--- config.mk ---
export PLATFORM = sky130hd
export DESIGN_NAME = led_blinker_mc_flat
export DESIGN_NICKNAME = d
export VERILOG_FILES = /design/src/rtl/led_blinker_mc_if.sv /design/src/rtl/led_blinker_mc.sv /design/src/flat_wrapper.sv
export SDC_FILE = /design/constraint.sdc
export NUM_CORES = 1
export LEC_CHECK = 0
export BUFFER_PORTS_ARGS = -buffer_cell sky130_fd_sc_hd__buf_2
export CAP_MARGIN = 20
export CORE_UTILIZATION = 45
export DETAILED_ROUTE_END_ITERATION = 12
export MAX_ROUTING_LAYER = met4
export PLACE_DENSITY = 0.6
export SKIP_LAST_GASP = 1
export SLEW_MARGIN = 0
export SYNTH_ARGS = -nofsm -noshare
export SYNTH_HDL_FRONTEND = slang
export SYNTH_SLANG_ARGS = --single-unit
--- constraint.sdc ---
create_clock -name pclk -period 10.1 [get_ports pclk]
set_input_delay 1.01 -clock pclk [delete_from_list [all_inputs] [get_ports pclk]]
set_output_delay 1.01 -clock pclk [all_outputs]
set_load 0.005 [all_outputs]
--- src/rtl/led_blinker_mc_if.sv ---
// LED blinker control/status bundle: per-channel enables and modes in, LED drive and tick out.
// No latency of its own; carries plain level signals between controller and blinker.
// No backpressure: every signal is sampled or driven every cycle.
interface led_blinker_mc_if #(
  parameter int NUM_CH = 4,
  parameter int HP_W   = 10
);
  logic [NUM_CH-1:0]   ch_en;
  logic [2*NUM_CH-1:0] ch_mode;
  logic [HP_W-1:0]     half_period;
  logic [NUM_CH-1:0]   led_out;
  logic                tick_o;

  modport master (output ch_en, ch_mode, half_period, input led_out, tick_o);
  modport slave  (input ch_en, ch_mode, half_period, output led_out, tick_o);
endinterface

--- src/rtl/led_blinker_mc.sv ---
// Multi-channel LED blinker: blink / solid / fast / double-flash per channel off a shared tick.
// Latency: led_out follows an enable by 1 cycle; pattern edges land on prescaler ticks.
// No backpressure; optional LED_BLINKER_MC_PHASE_SYNC_EN puts blink/fast channels on shared waves.
module led_blinker_mc #(
  parameter int NUM_CH   = 4,
  parameter int TICK_DIV = 50000,
  parameter int HP_W     = 10,
  parameter int CNT_W    = 16
) (
  input  logic               pclk,
  input  logic               preset,
  led_blinker_mc_if.slave    bus
);
  localparam int TC_W = HP_W + 2;

  typedef enum logic [2:0] {S_IDLE, S_ON, S_OFF, S_F1, S_G1, S_F2, S_REST} state_t;

  logic [CNT_W-1:0]  r_presc;
  logic              w_tick;
  logic [TC_W-1:0]   w_h;
  logic [TC_W-1:0]   w_hq;
  logic [TC_W-1:0]   w_rest;

  state_t            r_state     [NUM_CH];
  state_t            w_state_nxt [NUM_CH];
  logic [TC_W-1:0]   r_tc        [NUM_CH];
  logic [TC_W-1:0]   w_tc_nxt    [NUM_CH];
  logic [TC_W-1:0]   w_len       [NUM_CH];
  logic [1:0]        r_mode      [NUM_CH];
  logic [1:0]        w_mode      [NUM_CH];
  logic [NUM_CH-1:0] r_led;
  logic [NUM_CH-1:0] w_led_nxt;

  assign w_tick      = (r_presc == CNT_W'(TICK_DIV - 1));
  assign bus.tick_o  = w_tick;
  assign bus.led_out = r_led;

  // Shared prescaler: 0..TICK_DIV-1, tick on the terminal count.
  always_ff @(posedge pclk or posedge preset) begin
    if (preset)      r_presc <= '0;
    else if (w_tick) r_presc <= '0;
    else             r_presc <= r_presc + 1'b1;
  end

  // Effective phase lengths in ticks; zero half-period behaves as one tick.
  always_comb begin
    w_h    = (bus.half_period == '0) ? TC_W'(1) : TC_W'(bus.half_period);
    w_hq   = ((w_h >> 2) == '0) ? TC_W'(1) : (w_h >> 2);
    w_rest = (w_hq << 2) + w_hq;
  end

`ifdef LED_BLINKER_MC_PHASE_SYNC_EN
  logic [TC_W-1:0] r_gb_cnt, w_gb_cnt_nxt, r_gf_cnt, w_gf_cnt_nxt;
  logic            r_gb_wave, w_gb_nxt, r_gf_wave, w_gf_nxt;

  // Global blink/fast square waves, free-running from reset so all channels share phase.
  always_comb begin
    w_gb_cnt_nxt = r_gb_cnt;
    w_gf_cnt_nxt = r_gf_cnt;
    w_gb_nxt     = r_gb_wave;
    w_gf_nxt     = r_gf_wave;
    if (w_tick) begin
      if (r_gb_cnt >= w_h - 1'b1) begin
        w_gb_cnt_nxt = '0;
        w_gb_nxt     = ~r_gb_wave;
      end else begin
        w_gb_cnt_nxt = r_gb_cnt + 1'b1;
      end
      if (r_gf_cnt >= w_hq - 1'b1) begin
        w_gf_cnt_nxt = '0;
        w_gf_nxt     = ~r_gf_wave;
      end else begin
        w_gf_cnt_nxt = r_gf_cnt + 1'b1;
      end
    end
  end

  // Global wave registers; waves start high so a fresh enable lights immediately.
  always_ff @(posedge pclk or posedge preset) begin
    if (preset) begin
      r_gb_cnt  <= '0;
      r_gf_cnt  <= '0;
      r_gb_wave <= 1'b1;
      r_gf_wave <= 1'b1;
    end else begin
      r_gb_cnt  <= w_gb_cnt_nxt;
      r_gf_cnt  <= w_gf_cnt_nxt;
      r_gb_wave <= w_gb_nxt;
      r_gf_wave <= w_gf_nxt;
    end
  end
`endif

  // Per-channel next state: disable beats restart beats solid-hold beats tick advance.
  always_comb begin
    for (int i = 0; i < NUM_CH; i++) begin
      w_mode[i]      = bus.ch_mode[2*i +: 2];
      w_state_nxt[i] = r_state[i];
      w_tc_nxt[i]    = r_tc[i];
      case (r_state[i])
        S_ON, S_OFF: w_len[i] = (w_mode[i] == 2'b10) ? w_hq : w_h;
        S_REST:      w_len[i] = w_rest;
        default:     w_len[i] = w_hq;
      endcase

      if (!bus.ch_en[i]) begin
        w_state_nxt[i] = S_IDLE;
        w_tc_nxt[i]    = '0;
      end else if (r_state[i] == S_IDLE || w_mode[i] != r_mode[i]) begin
        w_state_nxt[i] = (w_mode[i] == 2'b11) ? S_F1 : S_ON;
        w_tc_nxt[i]    = '0;
      end else if (w_mode[i] == 2'b01) begin
        w_state_nxt[i] = S_ON;
        w_tc_nxt[i]    = '0;
      end else if (w_tick) begin
        // >= so a shrinking half-period ends the phase at the next tick instead of wrapping
        if (r_tc[i] >= w_len[i] - 1'b1) begin
          w_tc_nxt[i] = '0;
          case (r_state[i])
            S_ON:    w_state_nxt[i] = S_OFF;
            S_OFF:   w_state_nxt[i] = S_ON;
            S_F1:    w_state_nxt[i] = S_G1;
            S_G1:    w_state_nxt[i] = S_F2;
            S_F2:    w_state_nxt[i] = S_REST;
            S_REST:  w_state_nxt[i] = S_F1;
            default: w_state_nxt[i] = S_IDLE;
          endcase
        end else begin
          w_tc_nxt[i] = r_tc[i] + 1'b1;
        end
      end

      w_led_nxt[i] = (w_state_nxt[i] == S_ON) || (w_state_nxt[i] == S_F1) ||
                     (w_state_nxt[i] == S_F2);
`ifdef LED_BLINKER_MC_PHASE_SYNC_EN
      // Blink and fast channels bypass their FSM and follow the shared waves.
      if (bus.ch_en[i] && !w_mode[i][0]) begin
        w_state_nxt[i] = S_IDLE;
        w_tc_nxt[i]    = '0;
        w_led_nxt[i]   = w_mode[i][1] ? w_gf_nxt : w_gb_nxt;
      end
`endif
    end
  end

  // Per-channel state, tick counter, mode copy and registered LED drive.
  always_ff @(posedge pclk or posedge preset) begin
    if (preset) begin
      for (int i = 0; i < NUM_CH; i++) begin
        r_state[i] <= S_IDLE;
        r_tc[i]    <= '0;
        r_mode[i]  <= 2'b00;
      end
      r_led <= '0;
    end else begin
      for (int i = 0; i < NUM_CH; i++) begin
        r_state[i] <= w_state_nxt[i];
        r_tc[i]    <= w_tc_nxt[i];
        r_mode[i]  <= w_mode[i];
      end
      r_led <= w_led_nxt;
    end
  end
endmodule

--- src/flat_wrapper.sv ---
// flat-port wrapper written by rule: the top's interface ports become plain ports
module led_blinker_mc_flat 
#(
  parameter int NUM_CH   = 4,
  parameter int TICK_DIV = 50000,
  parameter int HP_W     = 10,
  parameter int CNT_W    = 16
)
  (pclk, preset, bus_ch_en, bus_ch_mode, bus_half_period, bus_led_out, bus_tick_o);
  led_blinker_mc_if #(.NUM_CH(NUM_CH), .HP_W(HP_W)) bus_i ();
  input  logic pclk;
  input  logic preset;
  input wire logic [$bits(bus_i.ch_en)-1:0] bus_ch_en;
  input wire logic [$bits(bus_i.ch_mode)-1:0] bus_ch_mode;
  input wire logic [$bits(bus_i.half_period)-1:0] bus_half_period;
  output wire logic [$bits(bus_i.led_out)-1:0] bus_led_out;
  output wire logic [$bits(bus_i.tick_o)-1:0] bus_tick_o;
  assign bus_i.ch_en = bus_ch_en;
  assign bus_i.ch_mode = bus_ch_mode;
  assign bus_i.half_period = bus_half_period;
  assign bus_led_out = bus_i.led_out;
  assign bus_tick_o = bus_i.tick_o;
  led_blinker_mc #(.NUM_CH(NUM_CH), .TICK_DIV(TICK_DIV), .HP_W(HP_W), .CNT_W(CNT_W)) u_core (.pclk(pclk), .preset(preset), .bus(bus_i));
endmodule
* Word-level counts from Yosys, hierarchy flattened
Index checks and enable logic that the tools add are counted.
** Storage, ports and cells
- Flip-flop bits (word level) :: 88
- Latch bits :: 0
- Memory bits (writable) :: 0
- ROM bits :: 0
- Bits of input ports :: 24
- Output and inout bits :: 5
- Logic and storage cells :: 166
- Memories kept :: 0
** Cells by class
- Add/sub/neg operators :: 10
- Multipliers :: 0
- Divide/modulo/power cells :: 0
- Magnitude comparators :: 4
- Eq/ne operators :: 57
- Shifts and indexed selects :: 0
- Muxes and demuxes :: 59
- Bitwise logic cells :: 0
- Reductions and logical operators :: 22
** Operator list (count)
- $mux 12 :: 24
- $pmux 12 s2 :: 4
- $pmux 3 s6 :: 4
- $mux 3 :: 20
- $add 12x1->12 const B :: 4
- $eq 3x3->1 const B :: 16
- $ge 12x12->1 :: 4
- $sub 12x1->12 const B :: 4
- $eq 3x2->1 const B :: 12
- $eq 3x1->1 const B :: 8
- $mux 10 :: 2
- $add 16x1->16 const B :: 1
- $eq 16x16->1 const B :: 1
- $eq 2x2->1 const B :: 8
- $mux 16 :: 1
- $ne 4x1->1 const B :: 4
- $add 12x12->12 :: 1
- $logic_not 12->1 :: 1
- $logic_not 3->1 :: 4
- $logic_or 1x1->1 :: 12
- $logic_not 10->1 :: 1
- $eq 2x1->1 const B :: 4
- $mux 2 :: 4
- $ne 2x2->1 :: 4
- $reduce_or 2->1 :: 4

* Depth between registers and ports, before layout
- Depth after elaboration :: 16
- Depth in mapped cells :: 22
- Depth with buffers taken out :: 20

* Least setup slack after synthesis
No wires, ideal clock.
- Path kind :: input to register
- From :: in bus_half_period[8]
- To :: reg u_core.r_led[1] (netlist: u_core.bus.led_out[1])
- Library setup time :: 0.094 ns
- Data arrival time :: 5.451 ns
- Data required time :: 10.006 ns
- Setup slack :: 4.555 ns
- Stages :: 22
- Path buffers :: 2
- Cell sequence :: clkbuf_1 nor4_1 nand3_1 nand2b_1 ha_1 ha_1 a21oi_1 xnor2_1 a221o_1 a2111oi_4 nand2_1 nor3_1 o21ai_0 ha_1 a211oi_1 nand2_1 a2111oi_0 o31ai_1 and3_1 clkbuf_1 a32o_1 a211oi_1
** Between the ends
- Cells in the longest elaborated chain, start to end :: 16
- Elaborated cells between the ends (all ways) :: 19
- Classes of those cells :: add/sub: 2; order compare: 1; eq/ne: 3; mux: 9; reduce/logical: 4
** Ends and longest elaborated chain
- start: declaration :: line flat_wrapper.sv:15 : input wire logic [$bits(bus_i.half_period)-1:0] bus_half_period;
- $logic_not 10->1 :: line led_blinker_mc.sv:47 : w_h = (bus.half_period == '0) ? TC_W'(1) : TC_W'(bus.half_period);
- $mux 10 * :: line led_blinker_mc.sv:47
- $logic_not 12->1 :: line led_blinker_mc.sv:48 : w_hq = ((w_h >> 2) == '0) ? TC_W'(1) : (w_h >> 2);
- $mux 10 :: line led_blinker_mc.sv:48
- $add 12x12->12 or $mux 12 (tied branches) :: line led_blinker_mc.sv:49, led_blinker_mc.sv:101
- $pmux 12 s2 * :: line led_blinker_mc.sv:100 : case (r_state[i])
- $sub 12x1->12 * :: line led_blinker_mc.sv:117 : if (r_tc[i] >= w_len[i] - 1'b1) begin
- $ge 12x12->1 * :: line led_blinker_mc.sv:117
- $mux 3 * :: line led_blinker_mc.sv:117
- $mux 3 * :: line led_blinker_mc.sv:115 : end else if (w_tick) begin
- $mux 3 * :: line led_blinker_mc.sv:112 : end else if (w_mode[i] == 2'b01) begin
- $mux 3 * :: line led_blinker_mc.sv:109 : end else if (r_state[i] == S_IDLE || w_mode[i] != r_mode[i]) begin
- $mux 3 * :: line led_blinker_mc.sv:106 : if (!bus.ch_en[i]) begin
- $eq 3x1->1 or $eq 3x2->1 (tied branches) :: line led_blinker_mc.sv:133 : w_led_nxt[i] = (w_state_nxt[i] == S_ON) || (w_state_nxt[i] == S_F1) ||
- $logic_or 1x1->1 :: line led_blinker_mc.sv:133
- $logic_or 1x1->1 * :: line led_blinker_mc.sv:133
- net u_core.w_led_nxt[1] :: line led_blinker_mc.sv:32 : logic [NUM_CH-1:0] w_led_nxt;
- end signal: assignment :: line led_blinker_mc.sv:161 : r_led <= w_led_nxt;
- end: declaration :: line led_blinker_mc.sv:31 : logic [NUM_CH-1:0] r_led;
The timed path passes the listed nets; every way through them passes the cells marked *.
A chain may end at the register's enable or synchronous reset.

* Final worst setup path
- From :: in bus_half_period[6]
- To :: reg u_core.r_tc[41] (netlist bit)
** Between the ends
- Cells in the longest elaborated chain, start to end :: 13
- Elaborated cells between the ends (all ways) :: 14
- Classes of those cells :: add/sub: 2; order compare: 1; mux: 9; reduce/logical: 2
** Ends and longest elaborated chain
- $logic_not 10->1 :: line led_blinker_mc.sv:47
- $mux 10 * :: line led_blinker_mc.sv:47
- $logic_not 12->1 :: line led_blinker_mc.sv:48
- $mux 10 :: line led_blinker_mc.sv:48
- $add 12x12->12 or $mux 12 (tied branches) :: line led_blinker_mc.sv:49, led_blinker_mc.sv:101
- $pmux 12 s2 * :: line led_blinker_mc.sv:100
- $sub 12x1->12 * :: line led_blinker_mc.sv:117
- $ge 12x12->1 * :: line led_blinker_mc.sv:117
- $mux 12 * :: line led_blinker_mc.sv:117
- $mux 12 * :: line led_blinker_mc.sv:115
- $mux 12 * :: line led_blinker_mc.sv:112
- $mux 12 * :: line led_blinker_mc.sv:109
- $mux 12 * :: line led_blinker_mc.sv:106
- end signal: indexed assignment :: line led_blinker_mc.sv:158 : r_tc[i] <= w_tc_nxt[i];
- end: declaration :: line led_blinker_mc.sv:26 : logic [TC_W-1:0] r_tc [NUM_CH];
Mark *: on every way between the ends. The rest lies on a longest branch, timed or not. The select of a mux whose other input is x is not followed.

==> results.cfg <==
[setup_path]
crit_start = bus_half_period[6]
r2r_setup_slack_ns = 5.08
cp_max_fo = 16
cp.required_ns = 10.38
critPathLaunchType = input pin
end_kind = register
reg2regPathDepth = 15
crit_type = in2reg
arrival_ns = 6.63
reg2reg_to = u_core.r_tc[29]
worstReg2RegStart = u_core.r_state[7]

[global_routing]
antenna_found_initial = 0
grt_pass1_vias = 6287
overflow = 0
grt_pass1_wl_um = 31200
grt_max_degree = 54
track_usage = 0.220

[placed_design]
io_buffers = 28
place_hpwl_um = 13900
gp_congestion = 0.896

[cts]
cts_sinks = 88
root_buffer = clkbuf_16
post_cts_buffers = 0
cts_max_level = 3
hold_buffers = 0
cts_tree = yes
cts_resized = 0
cts_buffers = 9
cts_buffer_depth = 2
path_clk_slew_ns = 0.08
clock_latency_ns = 0.37

[timing]
timing.fmax_ghz = 0.158
drv_slew = 0
setup_tns_ns = 0
rsz0062_at_grt = no
setup_viol = 0
post-route-min-period_ns = 6.35
finalCritPeriodShare = 0.628
relSlewSlack = 0.363
tightest_slew_ns = 0.953
hold_violations = 0
fin_skew_ns = 0.0155

[synthesis]
synth_top_area_frac = 0.275
syn_nets = 1060
synth-edff-count = 0
synthArstFlopShare = 1.00
syn_inst = 973
ys_types = 80
yosysTopAreaCell = dfrtp_1
yosysWarnings = 0
synthTopCellsByArea = dfrtp_1 (27%), ha_1 (9.8%), xnor2_1 (4.7%)
synth_seq_cells = 88
avgSynthCellArea_um2 = 8.23
yosys-top-cells-count = nand2_1 (92), dfrtp_1 (88), nor2_1 (80), ha_1 (63), o21ai_0 (63)
syn-cell-area_um2 = 8010
synth_ff_type = dfrtp_1
synth.most_common_cell = nand2_1
ys_seq_area_frac = 0.275

[routing]
initialDrtViolationCount = 495
ant_nets = 0
vias_per_cell = 5.85
drc = 0
dr_total_vias = 6990
drt_pass1_iterations = 5
finalWirelength_um = 18900
wire_per_inst_um = 15.8

[hold_path]
hp-class = reg2reg
hold_path_end = u_core.r_presc[0]
hp-start = u_core.r_presc[0]
hold_depth = 1

[floorplanning]
initial_core_util = 0.462
rows = 48
fp.dieH_um = 135
core_area_um2 = 17400
die_area_um2 = 18300
die_w_um = 135
ios = 29

[power]
p_sw_frac = 0.336
ir_worst_vdd_mv = 0.0800
finalPower_uw = 929
powerDensity_nw_per_um2 = 109
seq_power_share = 0.392
clkPwrFrac = 0.369
comb_power_share = 0.239
p_switching_uw = 312
p_leak_nw = 3.73
p_int_uw = 617

[layout]
syn2layout_area_growth_pct = 6.64
final_util = 0.492
diodes = 0
nets = 1052
drive_gt1_frac = 0.0856

[job]
max_cap_violations = 0

[run_status]
outcome = finished clean
## cell type report
type                    instances  area, µm²
clock buffers                   9        225
clock inverters                 7       68.8
fillers                      1664       8810
inverters                      35        133
multi-input cells             798       5450
flip-flops and latches         88       2200
well taps                     225        282
repair buffers                 33        184
## how the worst max path moves through the flow
stage / end / slack, ns / cells after the start
3_3_place_gp: u_core.r_tc[14] / 3.55 / 21
5_1_grt: u_core.r_tc[41] / 3.26 / 21
3_5_place_dp: u_core.r_tc[41] / 3.42 / 21
4_1_cts: u_core.r_tc[41] / 3.80 / 21
2_1_floorplan: u_core.bus.led_out[1] / 4.55 / 22
6_report: u_core.r_tc[41] / 3.75 / 21
## routing by layer
metal / track usage / part of all wire / vias up
met5: - / 0 / -
met4: 0.0830 / 0.020 / 0
met3: 0.0273 / 0.028 / 29
met2: 0.334 / 0.45 / 114
met1: 0.298 / 0.50 / 3286
li1: - / - / 3561
## critical path, cell delays in order
cell and delay [ns]:
buf_2 0.21, nor4_1 0.29, nand3_1 0.29, nand2b_1 0.26, ha_1 0.25, ha_1 0.19
a21oi_1 0.07, xnor2_1 0.27, a221o_1 0.41, nor4_1 0.41, and2_1 0.20, and4bb_1 0.25
nand2_1 0.08, ha_1 0.28, a211oi_1 0.25, nand2_1 0.11, a2111oi_0 0.42, o31ai_1 0.21
a211oi_2 0.81, a21oi_1 0.16, mux2i_1 0.18
## power groups by stage
stage / Combinational (mW) / Sequential (mW) / Clock (mW)
after floorplan: 0.173 / 0.366 / 0
after global placement: 0.220 / 0.371 / 0
after detailed placement: 0.221 / 0.371 / 0
after CTS: 0.222 / 0.364 / 0.352
after global routing: 0.249 / 0.365 / 0.362
final: 0.222 / 0.364 / 0.342
## placed cells by master (no fill, tap or decap), types with 28 or more instances in the layout
master / instances
a21oi_1: 61
buf_2: 28
dfrtp_1: 88
ha_1: 63
inv_1: 32
nand2_1: 92
nand3_1: 39
nor2_1: 80
o21ai_0: 63
xnor2_1: 43
xor2_1: 30
## state kept, by name, indices dropped and copies added, names as in the netlist
name                cells
u_core.bus.led_out      4
u_core.r_mode           8
u_core.r_presc         16
u_core.r_state         12
u_core.r_tc            48
## per-stage QoR
step	std cells	hold WS (ns)	setup slack, ns	instance area [µm²]
2_1_floorplan	973	0.433	4.55	8010
3_3_place_gp	1178	0.455	3.55	8240
3_5_place_dp	1178	0.461	3.42	8240
4_1_cts	1194	0.470	3.80	8530
5_1_grt	1195	0.500	3.26	8540
6_report	1195	0.466	3.75	8540
## cell families (layout without fill, tap and decap cells)
logic type | count (synthesis) | after routing | synth area share
buf+inv | 87 | 84 | 0.0456
mux | 25 | 25 | 0.0320
xor+xnor | 75 | 75 | 0.0839
compound gates | 276 | 276 | 0.236
simple gates | 359 | 359 | 0.229
fa+ha+maj | 63 | 63 | 0.0984
flops | 88 | 88 | 0.275
(Power assumes the default switching activity.)
